<file path="src/rtl/usb_rx_sequencer.sv">
`default_nettype none
// +----------------------------------------------------------------------------+
// | Module  : usb_rx_sequencer                                                 |
// | Brief   : USB packet receive sequencer: SYNC, NRZI, de-stuff, bytes, EOP.  |
// | Revision: 1.0 - initial release                                            |
// +----------------------------------------------------------------------------+
module usb_rx_sequencer #(
   parameter int SYNC_MIN_ZEROS = 5,
   parameter int STUFF_LEN      = 6,
   parameter int EOP_MAX_SE0    = 3
) (
   input  logic       clk,
   input  logic       reset,
   input  logic       strobe,
   input  logic [1:0] line_state,
   output logic       rx_active,
   output logic       rx_valid,
   output logic [7:0] rx_data,
   output logic       rx_error
);

   // d_port_t encoding {D+, D-}
   localparam logic [1:0] c_se0 = 2'b00;
   localparam logic [1:0] c_k   = 2'b01;
   localparam logic [1:0] c_j   = 2'b10;

   localparam logic [3:0] c_sync_min  = 4'(SYNC_MIN_ZEROS);
   localparam logic [3:0] c_stuff_len = 4'(STUFF_LEN);
   localparam logic [3:0] c_eop_max   = 4'(EOP_MAX_SE0);

   typedef enum logic [2:0] {
      S_IDLE  = 3'd0,
      S_SYNC  = 3'd1,
      S_DATA  = 3'd2,
      S_EOP   = 3'd3,
      S_ABORT = 3'd4
   } state_t;

   state_t     r_state;
   logic [1:0] r_prev;
   logic [3:0] r_zeros;
   logic [3:0] r_ones;
   logic [3:0] r_bitcnt;
   logic [3:0] r_se0cnt;
   logic [7:0] r_shreg;
   logic       r_frame_err;
   logic       r_rx_active;
   logic       r_rx_valid;
   logic [7:0] r_rx_data;
   logic       r_rx_error;

   logic       w_is_jk;
   logic       w_bit;
   logic [7:0] w_shift;

   assign w_is_jk = (line_state == c_j) || (line_state == c_k);
   assign w_bit   = (line_state == r_prev);
   assign w_shift = {w_bit, r_shreg[7:1]};

   assign rx_active = r_rx_active;
   assign rx_valid  = r_rx_valid;
   assign rx_data   = r_rx_data;
   assign rx_error  = r_rx_error;

   always_ff @(posedge clk or posedge reset) begin
      if (reset) begin
         r_state     <= S_IDLE;
         r_prev      <= c_j;
         r_zeros     <= 4'd0;
         r_ones      <= 4'd0;
         r_bitcnt    <= 4'd0;
         r_se0cnt    <= 4'd0;
         r_shreg     <= 8'h00;
         r_frame_err <= 1'b0;
         r_rx_active <= 1'b0;
         r_rx_valid  <= 1'b0;
         r_rx_data   <= 8'h00;
         r_rx_error  <= 1'b0;
      end else begin
         r_rx_valid <= 1'b0;
         r_rx_error <= 1'b0;
         if (strobe) begin
            if (w_is_jk) begin
               r_prev <= line_state;
            end
            case (r_state)
               S_IDLE: begin
                  if (line_state == c_k) begin
                     r_state <= S_SYNC;
                     r_zeros <= 4'd1;
                  end
               end

               // SYNC failures are silent: the line may simply be noise
               S_SYNC: begin
                  if (!w_is_jk) begin
                     r_state <= S_IDLE;
                  end else if (!w_bit) begin
                     if (r_zeros != 4'hF) begin
                        r_zeros <= r_zeros + 4'd1;
                     end
                  end else if (r_zeros >= c_sync_min) begin
                     r_state     <= S_DATA;
                     r_rx_active <= 1'b1;
                     r_ones      <= 4'd1;
                     r_bitcnt    <= 4'd0;
                     r_frame_err <= 1'b0;
                  end else begin
                     r_state <= S_IDLE;
                  end
               end

               S_DATA: begin
                  if (w_is_jk) begin
                     if (r_ones == c_stuff_len) begin
                        if (w_bit) begin
                           r_state     <= S_ABORT;
                           r_rx_active <= 1'b0;
                           r_rx_error  <= 1'b1;
                        end else begin
                           r_ones <= 4'd0;
                        end
                     end else begin
                        r_shreg <= w_shift;
                        r_ones  <= w_bit ? r_ones + 4'd1 : 4'd0;
                        if (r_bitcnt == 4'd7) begin
                           r_rx_data  <= w_shift;
                           r_rx_valid <= 1'b1;
                           r_bitcnt   <= 4'd0;
                        end else begin
                           r_bitcnt <= r_bitcnt + 4'd1;
                        end
                     end
                  end else if (line_state == c_se0) begin
                     r_state     <= S_EOP;
                     r_se0cnt    <= 4'd1;
                     r_frame_err <= (r_bitcnt != 4'd0);
                  end else begin
                     r_state     <= S_ABORT;
                     r_rx_active <= 1'b0;
                     r_rx_error  <= 1'b1;
                  end
               end

               // A truncated final byte is only reported once the EOP completes
               S_EOP: begin
                  if (line_state == c_se0) begin
                     if (r_se0cnt >= c_eop_max) begin
                        r_state     <= S_ABORT;
                        r_rx_active <= 1'b0;
                        r_rx_error  <= 1'b1;
                     end else begin
                        r_se0cnt <= r_se0cnt + 4'd1;
                     end
                  end else if (line_state == c_j) begin
                     r_state     <= S_IDLE;
                     r_rx_active <= 1'b0;
                     r_rx_error  <= r_frame_err;
                  end else begin
                     r_state     <= S_ABORT;
                     r_rx_active <= 1'b0;
                     r_rx_error  <= 1'b1;
                  end
               end

               S_ABORT: begin
                  if (line_state == c_j) begin
                     r_state <= S_IDLE;
                  end
               end

               default: begin
                  r_state <= S_IDLE;
               end
            endcase
         end
      end
   end

endmodule
`default_nettype wire
</file>
<file path="config.mk">
export PLATFORM = sky130hd
export DESIGN_NAME = usb_rx_sequencer
export DESIGN_NICKNAME = d
export VERILOG_FILES = /design/src/rtl/usb_rx_sequencer.sv
export SDC_FILE = /design/constraint.sdc
export NUM_CORES = 1
export LEC_CHECK = 0
export CAP_MARGIN = 20
export CORE_MARGIN = 3
export CORE_UTILIZATION = 45
export CTS_CLUSTER_DIAMETER = 30
export DETAILED_ROUTE_END_ITERATION = 7
export PLACE_DENSITY = 0.73
export RECOVER_POWER = 50
export SLEW_MARGIN = 20
export SYNTH_ARGS = -nofsm -noshare
export SYNTH_HDL_FRONTEND = slang
export SYNTH_SLANG_ARGS = --single-unit
</file>
<file path="constraint.sdc">
create_clock -name clk -period 2.25 [get_ports clk]
set_input_delay 0.225 -clock clk [delete_from_list [all_inputs] [get_ports clk]]
set_output_delay 0.225 -clock clk [all_outputs]
set_load 0.02 [all_outputs]
</file>
# Word level (Yosys, flattened, before mapping)
# Cells that the tools add are included.
# classes
n_bitwise,1
eq_ne,29
order_cmp,2
muxes,68
addsub,4
reduce_logical,18
# op_table
cell,n
$mux W4,21
$mux W3,11
$pmux W4 S2,4
$reduce_and A7 Y1,4
$mux W1,27
$ne A2 B2 Y1 const B,13
$ne A3 B3 Y1 const B,6
$add A4 B1 Y4 const B,4
$pmux W3 S5,1
$reduce_and A6 Y1,2
$reduce_and A9 Y1,1
$eq A4 B3 Y1 const B,2
$eq A3 B2 Y1 const B,2
$reduce_bool A2 Y1,3
$reduce_and A5 Y1,1
$ge A4 B2 Y1 const B,1
$ge A4 B3 Y1 const B,1
$ne A4 B4 Y1 const B,1
$pmux W1 S2,2
$reduce_and A4 Y1,1
$reduce_bool A4 Y1,1
$eq A3 B1 Y1 const B,1
$eq A3 B3 Y1 const B,1
$logic_not A3 Y1,1
10 further kinds,10
# word_totals
out_inout_bits,11
inputBits,5
elab_cells,134
ff_bits,41

# Logic depth before layout (Yosys ltp)
# Gate-level depths: netlist of the first run.
# logic_depth
word_depth,6
mapped_depth,8
depth_no_buf,7

# Least setup slack after synthesis of the first run
# OpenSTA, ideal clock, no wires.
# synth_timing
kind,register -> register
from,reg r_state[2]
to,reg r_rx_data[7] (netlist: rx_data[7])
stages_incl_launch_ff,7
period_less_slack_ns,1.936
setup_ns,0.128
path_buffers,2
arrival_time_ns,1.809
path_slack_ns,0.314
cell_sequence,dfrtp_1 > buf_2 > or3b_4 > nor3_4 > nor3b_2 > buf_4 > mux2_1
# synth_between
elab_chain_cells,2
# synth_lines
item,line,rtl
from (decl),39,state_t r_state;
from (signal assigned),67,r_state <= S_IDLE;
from (signal assigned),89,r_state <= S_SYNC;
from (signal assigned),97,r_state <= S_IDLE;
$eq A3 B2 Y1,86,case (r_state)
$reduce_and A5 Y1 (no line),-,
to (signal assigned),127,r_rx_data <= w_shift;
to (decl),49,logic [7:0] r_rx_data;
# No other way between the ends.
# A chain may end at the register's enable or synchronous reset.

# Worst setup path after layout of the first run
# layout_timing
from,in line_state[0]
to,reg r_state[1]
# layout_between
elab_chain_cells,4
word_cells_on_any_way,17
# layout_lines
item,line,rtl
from (decl),15,"input logic [1:0] line_state,"
"$eq A2 B2 Y1, or another cell as far along","56, 167",
$logic_or A1 B1 Y1 / $mux W3 (equally long branches),"56, 134",
"$ne A3 B3 Y1 (no line), or another cell as far along",-,
$reduce_and A7 Y1 (no line) / $pmux W3 S5 (equally long branches),-,
to (signal assigned),67,
to (signal assigned),168,r_state <= S_IDLE;
to (signal assigned),173,r_state <= S_IDLE;
# Parallel ways exist; a longest one is shown, timed or not.

==> results of run 1 <==
## synth_stat cells (all sizes together)
| library cell | number |
|---|---|
| or2 | 1 |
| or3b | 1 |
| mux2i | 5 |
| xnor2 | 1 |
| nand2 | 17 |
| mux2 | 19 |
| a22o | 2 |
| o31ai | 3 |
| ha | 12 |
| a211o | 1 |
| and2 | 3 |
| a41oi | 2 |
| o211ai | 4 |
| o21a | 3 |
| nor2b | 2 |
| o21ai | 10 |
| a221oi | 2 |
| nor3 | 4 |
| nand4 | 1 |
| nor2 | 14 |
| buf | 4 |
| dfrtp | 39 |
| o31a | 1 |
| and3 | 2 |
| nand3 | 7 |
| nor4b | 1 |
| xor2 | 2 |
| a21oi | 11 |
| nor3b | 5 |
| dfstp | 1 |
| and3b | 1 |
| a31oi | 4 |
| a211oi | 2 |
| a21o | 4 |
| inv | 12 |
| nand2b | 4 |
| clkbuf | 3 |
## metal layers
metal  part of all wire  vias up  global-route usage  wire [um]
met3              0.040       10             0.04881        179
met4              0.021        0             0.07767         93
met2               0.47       38              0.2795       2101
met1               0.47      826              0.2292       2119
met5                  0        -                   0          0
li1                   -      827                   -          -
## metrics by stage
step	worst slack [ps]	power, mW	area, um2
after global routing	44.68	2.674	2668
after global placement	13.69	1.872	2559
after floorplan	313.5	1.588	2196
after CTS	226.4	2.523	2674
after detailed placement	-51.60	1.893	2559
final	137.8	2.506	2668
## flip-flops by register name (all words and copies together) (netlist names)
register,flops
r_frame_err,1
r_prev,2
r_bitcnt,4
r_zeros,4
rx_error,1
r_se0cnt,4
r_ones,4
r_state,3
rx_valid,1
rx_active,1
r_shreg,7
rx_data,8
## cell usage in the layout (no fill, tap or decap), drive strengths merged, types with 2 or more instances in the layout
cell and count:
a211oi 2, a21o 4, a21oi 11, a221oi 2, a22o 2, a31oi 4, a41oi 2, and2 3
and3 2, buf 20, clkbuf 7, clkdlybuf4s50 10, dfrtp 39, dlygate4sd3 5, ha 12, inv 13
mux2 19, mux2i 5, nand2 17, nand2b 4, nand3 7, nor2 14, nor2b 2, nor3 4
nor3b 5, o211ai 4, o21a 3, o21ai 10, o31ai 3, xor2 2
## worst min path at each step
stage | cells after the start | to | from | slack, ps
floorplan | 2 | r_prev[1] | line_state[1] | 410
finish | 1 | rx_data[7] | rx_data[7] | 480
detailed placement | 1 | rx_data[0] | r_shreg[1] | 470
global route | 1 | rx_data[6] | rx_data[6] | 500
CTS | 3 | rx_data[0] | reset | 370
global placement | 1 | r_shreg[1] | r_shreg[1] | 470
## kinds of logic (layout without fill, tap and decap cells)
| group | count (synthesis) | in the layout | share of synthesized area |
|---|---|---|---|
| flops | 40 | 40 | 0.4564 |
| fa+ha+maj | 12 | 12 | 0.06837 |
| xor+xnor | 3 | 3 | 0.01197 |
| simple gates | 63 | 63 | 0.1590 |
| buf+inv | 19 | 57 | 0.03589 |
| mux | 24 | 24 | 0.1202 |
| compound gates | 49 | 49 | 0.1481 |
## power by group through the flow
stage | Sequential, mW | Combinational, mW | Clock, mW
after floorplan | 0.953 | 0.635 | 0
after global placement | 0.967 | 0.906 | 0
after detailed placement | 0.973 | 0.920 | 0
after CTS | 0.963 | 0.929 | 0.632
after global routing | 0.976 | 1.03 | 0.666
final | 0.961 | 0.929 | 0.615
## area by class of cell
type | instances | share of cell area
Clock buffer | 5 | 0.02580
Clock inverter | 3 | 0.01735
Inverter | 12 | 0.01689
Multi-Input combinational cell | 151 | 0.4179
Sequential cell | 40 | 0.3757
Tap cell | 65 | 0.03049
Timing Repair Buffer | 37 | 0.1159
## critical path, stage by stage
cell,delay [ps]
dlygate4sd3_1,550
buf_4,150
ha_1,220
mux2_1,290
o31ai_1,260
a221oi_1,110
o31ai_2,120
mux2_1,370
==> results by group, run 1 <==
Logic synthesis
  – Area contributors post-synth: dfrtp_1 (44%), mux2_1 (9.7%), ha_1 (6.8%), nand2_1 (2.9%), a21oi_1 (2.5%)
  – Syn nets: 227
  – Syn_area_per_cell: 10.46 um2
  – Synth area leader: dfrtp_1
  – Share of the yosys chip area belonging to registers: 0.4564
  – Unique masters post-synth: 45
  – Seq cells post-synth: 40
  – Post-Syn Area: 0.002196 mm2
  – Synth warnings: 0
  – Post-Syn Instances: 210
  – Yosys top cell area share: 0.4444

Global routing
  – Largest net degree at the start of global routing: 41
  – Initial antenna violation count: 0
  – Total global-route track usage: 0.1778
  – GRT overflow: 0
  – First-pass GRT wire length: 7569 um
  – Vias in the first global route: 1,665

Final layout
  – Register area: approximately 0.001 mm2
  – Layout Nets: 264
  – Util after Layout: 0.5883
  – Area of the multi-input gates: about 0.0011 mm2
  – Diodes inserted: 0
  – Number of fill cells in the layout: 383
  – Layout cell share with drive strength beyond 1: 0.1532
  – Non-filler cells, final: 313
  – Area grow syn2layout: 21.48%

Outcome
  – Run status: completed

Routing
  – Routed WL per cell: 14.35 um
  – Vias: around 1,700
  – Final ANT Viol Nets: 0
  – # DRC: 0
  – First-pass DRT Iterations: 4
  – Total Wirelength: 4493 um
  – Starting DRC count in detailed routing: 122
  – Via density: 5.435

Clocking
  – Post-CTS Setup Bufs: 0
  – Hold Buf Count CTS: 0
  – Clock Latency Late Sink: 310 ps
  – H-tree levels: 2
  – Clock buffer depth: 2
  – Post-CTS sizing: 0
  – TritonCTS buffer count: 5
  – CTS root buffer: clkbuf_8
  – TritonCTS clock tree: yes
  – Clock Sinks: 40
  – Clock slew at reported path FFs: ~80 ps

STA
  – Skew final: 2.981 ps
  – RSZ-0062 raised after global routing: no
  – Final period utilization: 0.9388
  – Setup_tns: 0 ps
  – Achievable Freq: 473.4 MHz
  – # setup viols final: 0
  – Slew Viols, Final: 0
  – Final hold vios: 0
  – Worst rel slew slack: 0.3414
  – Actual slew at the worst max-slew pin: 987.9 ps
  – Post-layout minimum cycle time: ~2100 ps
  – Hold_ws: 484.3 ps

Worst setup path
  – Crit Path Max Fanout: 3
  – Reg2Reg Launch Point: r_ones[0]
  – CP startpoint: line_state[0]
  – R2R cell count: 7
  – R2r setup slk: 230 ps
  – Kind of critical path: input port to flop
  – FF-to-FF End: r_state[1]
  – WP data arrival: 2300 ps
  – Worst setup EP type: flop
  – CP required: ~2400 ps
  – CP endpoint: r_state[1]
  – Crit path launch type: input port

Die
  – I/O pins: 16
  – Starting Density: 0.4843
  – Die width: between 70 and 80 um
  – Die Y: 75.86 um
  – Core Region: 0.004534 mm2
  – Die ar.: 0.005754 mm2
  – Cell row count: 24

Power and ir drop
  – Switching power: 0.9146 mW
  – Clock power share: 0.246
  – Pwr Density: 939.3 mW/mm2
  – Worst-case vdd ir drop: around 480 uV
  – Switching share of power: 0.3650
  – Logic gate share of total power: 0.371
  – Share of power burned in registers: 0.384
  – Pint: 1.591 mW
  – Leak: 1.313 nW

Place
  – Detailed placement HPWL: 3163 um
  – Routability cong.: between 0.8 and 0.9
  – Cell Count Post-Placement: 305
  – Port Buffers: 15

Run
  – Max-cap viol count: 0

Min path
  – HP Class: flop to flop
Power figures use the tool's default switching activity.
==> inputs of run 2 (changes only) <==
Settings changed: PLACE_DENSITY 0.73 to 0.69.
==> results by group, run 2 (synthesis gave the netlist of run 1 again) <==
Final layout
  – Area grow syn2layout: 21.77%
  – Number of fill cells in the layout: 389 (+1.6%)
  – Area of the multi-input gates: 0.001115 mm2 (unchanged)
  – Layout cell share with drive strength beyond 1: 0.1532 (unchanged)
  – Diodes inserted: 0 (unchanged)
  – Most common cell after layout, fill and taps aside: dfrtp_1
  – Non-filler cells, final: 313 (unchanged)
  – Most frequent cells in the layout: dfrtp_1 (39), buf_4 (20), mux2_1 (19), nand2_1 (17), nor2_1 (13)
  – Max reg flops: 8 (unchanged)
  – Register area: 0.001002 mm2 (unchanged)
  – Layout Nets: 264 (unchanged)

Clocking
  – Clock Sinks: 40 (unchanged)
  – Clock slew at reported path FFs: 80 ps (about the same)
  – TritonCTS buffer count: 5 (unchanged)
  – Post-CTS sizing: 0 (unchanged)
  – Clock buffer depth: 2 (unchanged)
  – H-tree levels: 2 (unchanged)
  – CTS root buffer: clkbuf_8
  – Clock Latency Late Sink: 290 ps (-20 ps)
  – Post-CTS Setup Bufs: 0 (unchanged)
  – TritonCTS clock tree: yes
  – Hold Buf Count CTS: 0 (unchanged)

Die
  – Cell row count: 24 (unchanged)
  – Die width: 75.86 um (unchanged)
  – I/O pins: 16 (unchanged)
  – Starting Density: 0.4843 (unchanged)
  – Die Y: 75.86 um (unchanged)
  – Core Region: 0.004534 mm2 (unchanged)
  – Die ar.: 0.005754 mm2 (unchanged)

STA
  – Final hold vios: 0 (unchanged)
  – # setup viols final: 0 (unchanged)
  – Slew Viols, Final: 0 (unchanged)
  – Actual slew at the worst max-slew pin: 974.7 ps (-13.26 ps)
  – Hold_ws: 484.5 ps (+0.2590 ps)
  – Skew final: 6.935 ps (+3.954 ps)
  – Setup_tns: 0 ps (unchanged)
  – Worst rel slew slack: 0.3502 (+0.008840)
  – Achievable Freq: 479.8 MHz (+1.3%)
  – RSZ-0062 raised after global routing: no
  – Post-layout minimum cycle time: 2084 ps (-27.88 ps)
  – Final period utilization: 0.9264 (-0.01239)

Power and ir drop
  – Leak: 1.320 nW (+0.50%)
  – Overall power: 2.497 mW (-0.32%)
  – Pwr Density: 934.1 mW/mm2 (-0.55%)
  – Worst-case vdd ir drop: 465.9 uV (-2.1%)

Routing
  – Final ANT Viol Nets: 0 (unchanged)
  – Vias: 1,646 (-3.2%)
  – Starting DRC count in detailed routing: 104 (-15%)
  – Routed WL per cell: 13.74 um (-4.3%)
  – First-pass DRT Iterations: 4 (unchanged)
  – Total Wirelength: 4301 um (-4.3%)
  – Via density: 5.259 (-3.2%)
  – # DRC: 0 (unchanged)

Global routing
  – Vias in the first global route: 1,615 (-3.0%)
  – First-pass GRT wire length: 7638 um (+0.91%)
  – GRT overflow: 0 (unchanged)
  – Initial antenna violation count: 0 (unchanged)
  – Total global-route track usage: 0.1766 (-0.001230)
  – Largest net degree at the start of global routing: 41 (unchanged)

Worst setup path
  – Crit path launch type: input port
  – CP required: 2420 ps (-20 ps)
  – CP startpoint: line_state[0]
  – Kind of critical path: input port to flop
  – R2r setup slk: 240 ps (about the same)
  – Instance count on the critical path: 8 (unchanged)
  – Crit Path Max Fanout: 3 (unchanged)
  – Reg2Reg Launch Point: r_ones[0]
  – CP endpoint: r_state[1]
  – Largest stage delay on the critical path: 550 ps (about the same)
  – CP top delay family: buffers and inverters
  – Crit-path slowest cell: dlygate4sd3_1
  – Worst setup EP type: flop
  – Critical Path Most Common Cell: mux2_1
  – FF-to-FF End: r_state[1]
  – WP data arrival: 2260 ps (-40 ps)
  – Cells along the critical path: dlygate4sd3_1 -> buf_4 -> ha_1 -> mux2_1 -> o31ai_1 -> a221oi_1 -> o31ai_2 -> mux2_1
  – CP Buf/Inv Count: 2 (unchanged)
  – R2R cell count: 7 (unchanged)

Min path
  – HP Class: flop to flop

Outcome
  – Run status: completed

Place
  – Detailed placement HPWL: 3239 um (+2.4%)
  – Port Buffers: 15 (unchanged)
  – Cell Count Post-Placement: 305 (unchanged)
  – Routability cong.: 0.9193 (+6.6%)

Run
  – Max-cap viol count: 0 (unchanged)
run 2: changes by cell type in the layout (fill, tap and decap cells not counted):
cell	change
inv_6	-1
clkbuf_8	+1
clkinvlp_4	-1
clkinv_4	+1
run 2: worst min-delay path by stage:
stage	cells past startpoint	slack (ps)	endpoint	from
3_5_place_dp	1	470	rx_data[1]	rx_data[1]
3_3_place_gp	1	470	rx_data[2]	rx_data[2]
5_1_grt	1	500	rx_data[7]	rx_data[7]
4_1_cts	3	370	rx_data[0]	reset
6_report	1	480	rx_data[7]	rx_data[7]
2_1_floorplan	2	410	r_prev[1]	line_state[1]
run 2: through the flow:
| step | utilization | area, um2 | setup slack, ps |
|---|---|---|---|
| 6_report | 0.5897 | 2674 | 165.7 |
| 3_3_place_gp | 0.5643 | 2559 | 6.596 |
| 2_1_floorplan | - | 2196 | 313.5 |
| 5_1_grt | 0.5897 | 2674 | 61.27 |
| 3_5_place_dp | 0.5643 | 2559 | -3.100 |
| 4_1_cts | 0.5911 | 2680 | 252.1 |
run 2: layer usage:
layer  global-route usage  wire length [um]  share of wire  up-vias
met2               0.2548              1919           0.45       31
met5                    0                 0              0        -
met4              0.06990                85          0.020        0
met3              0.03958               138          0.032        7
li1                     -                 -              -      819
met1               0.2565              2157           0.50      789
run 2: report_power, final:
part           switching, mW  internal (mW)  total, mW  leakage (nW)
clock network          0.257          0.363      0.620        0.0614
logic                  0.509          0.411      0.920         0.723
registers              0.113          0.845      0.958         0.535
total                  0.879           1.62       2.50          1.32
run 2: cell type report:
class	instances	area share
well taps	65	0.03042
multi-input cells	151	0.4169
flip-flops and latches	40	0.3748
inverters	12	0.01685
repair buffers	37	0.1156
clock buffers	6	0.03088
clock inverters	2	0.01451
run 2: worst reg2reg max path, cell delays in order (launching register included):
cell and delay (ps):
dfrtp_1 430, inv_1 90, ha_1 140, and3b_1 320, nor2_2 60, a221oi_1 340
o31ai_2 150, mux2_1 340
==> inputs of run 3 (changes only) <==
Settings changed: SKIP_CTS_REPAIR_TIMING set to 1.
==> results of run 3 <==
Same layout as run 2: the final DEF is identical, and so are final timing and power.
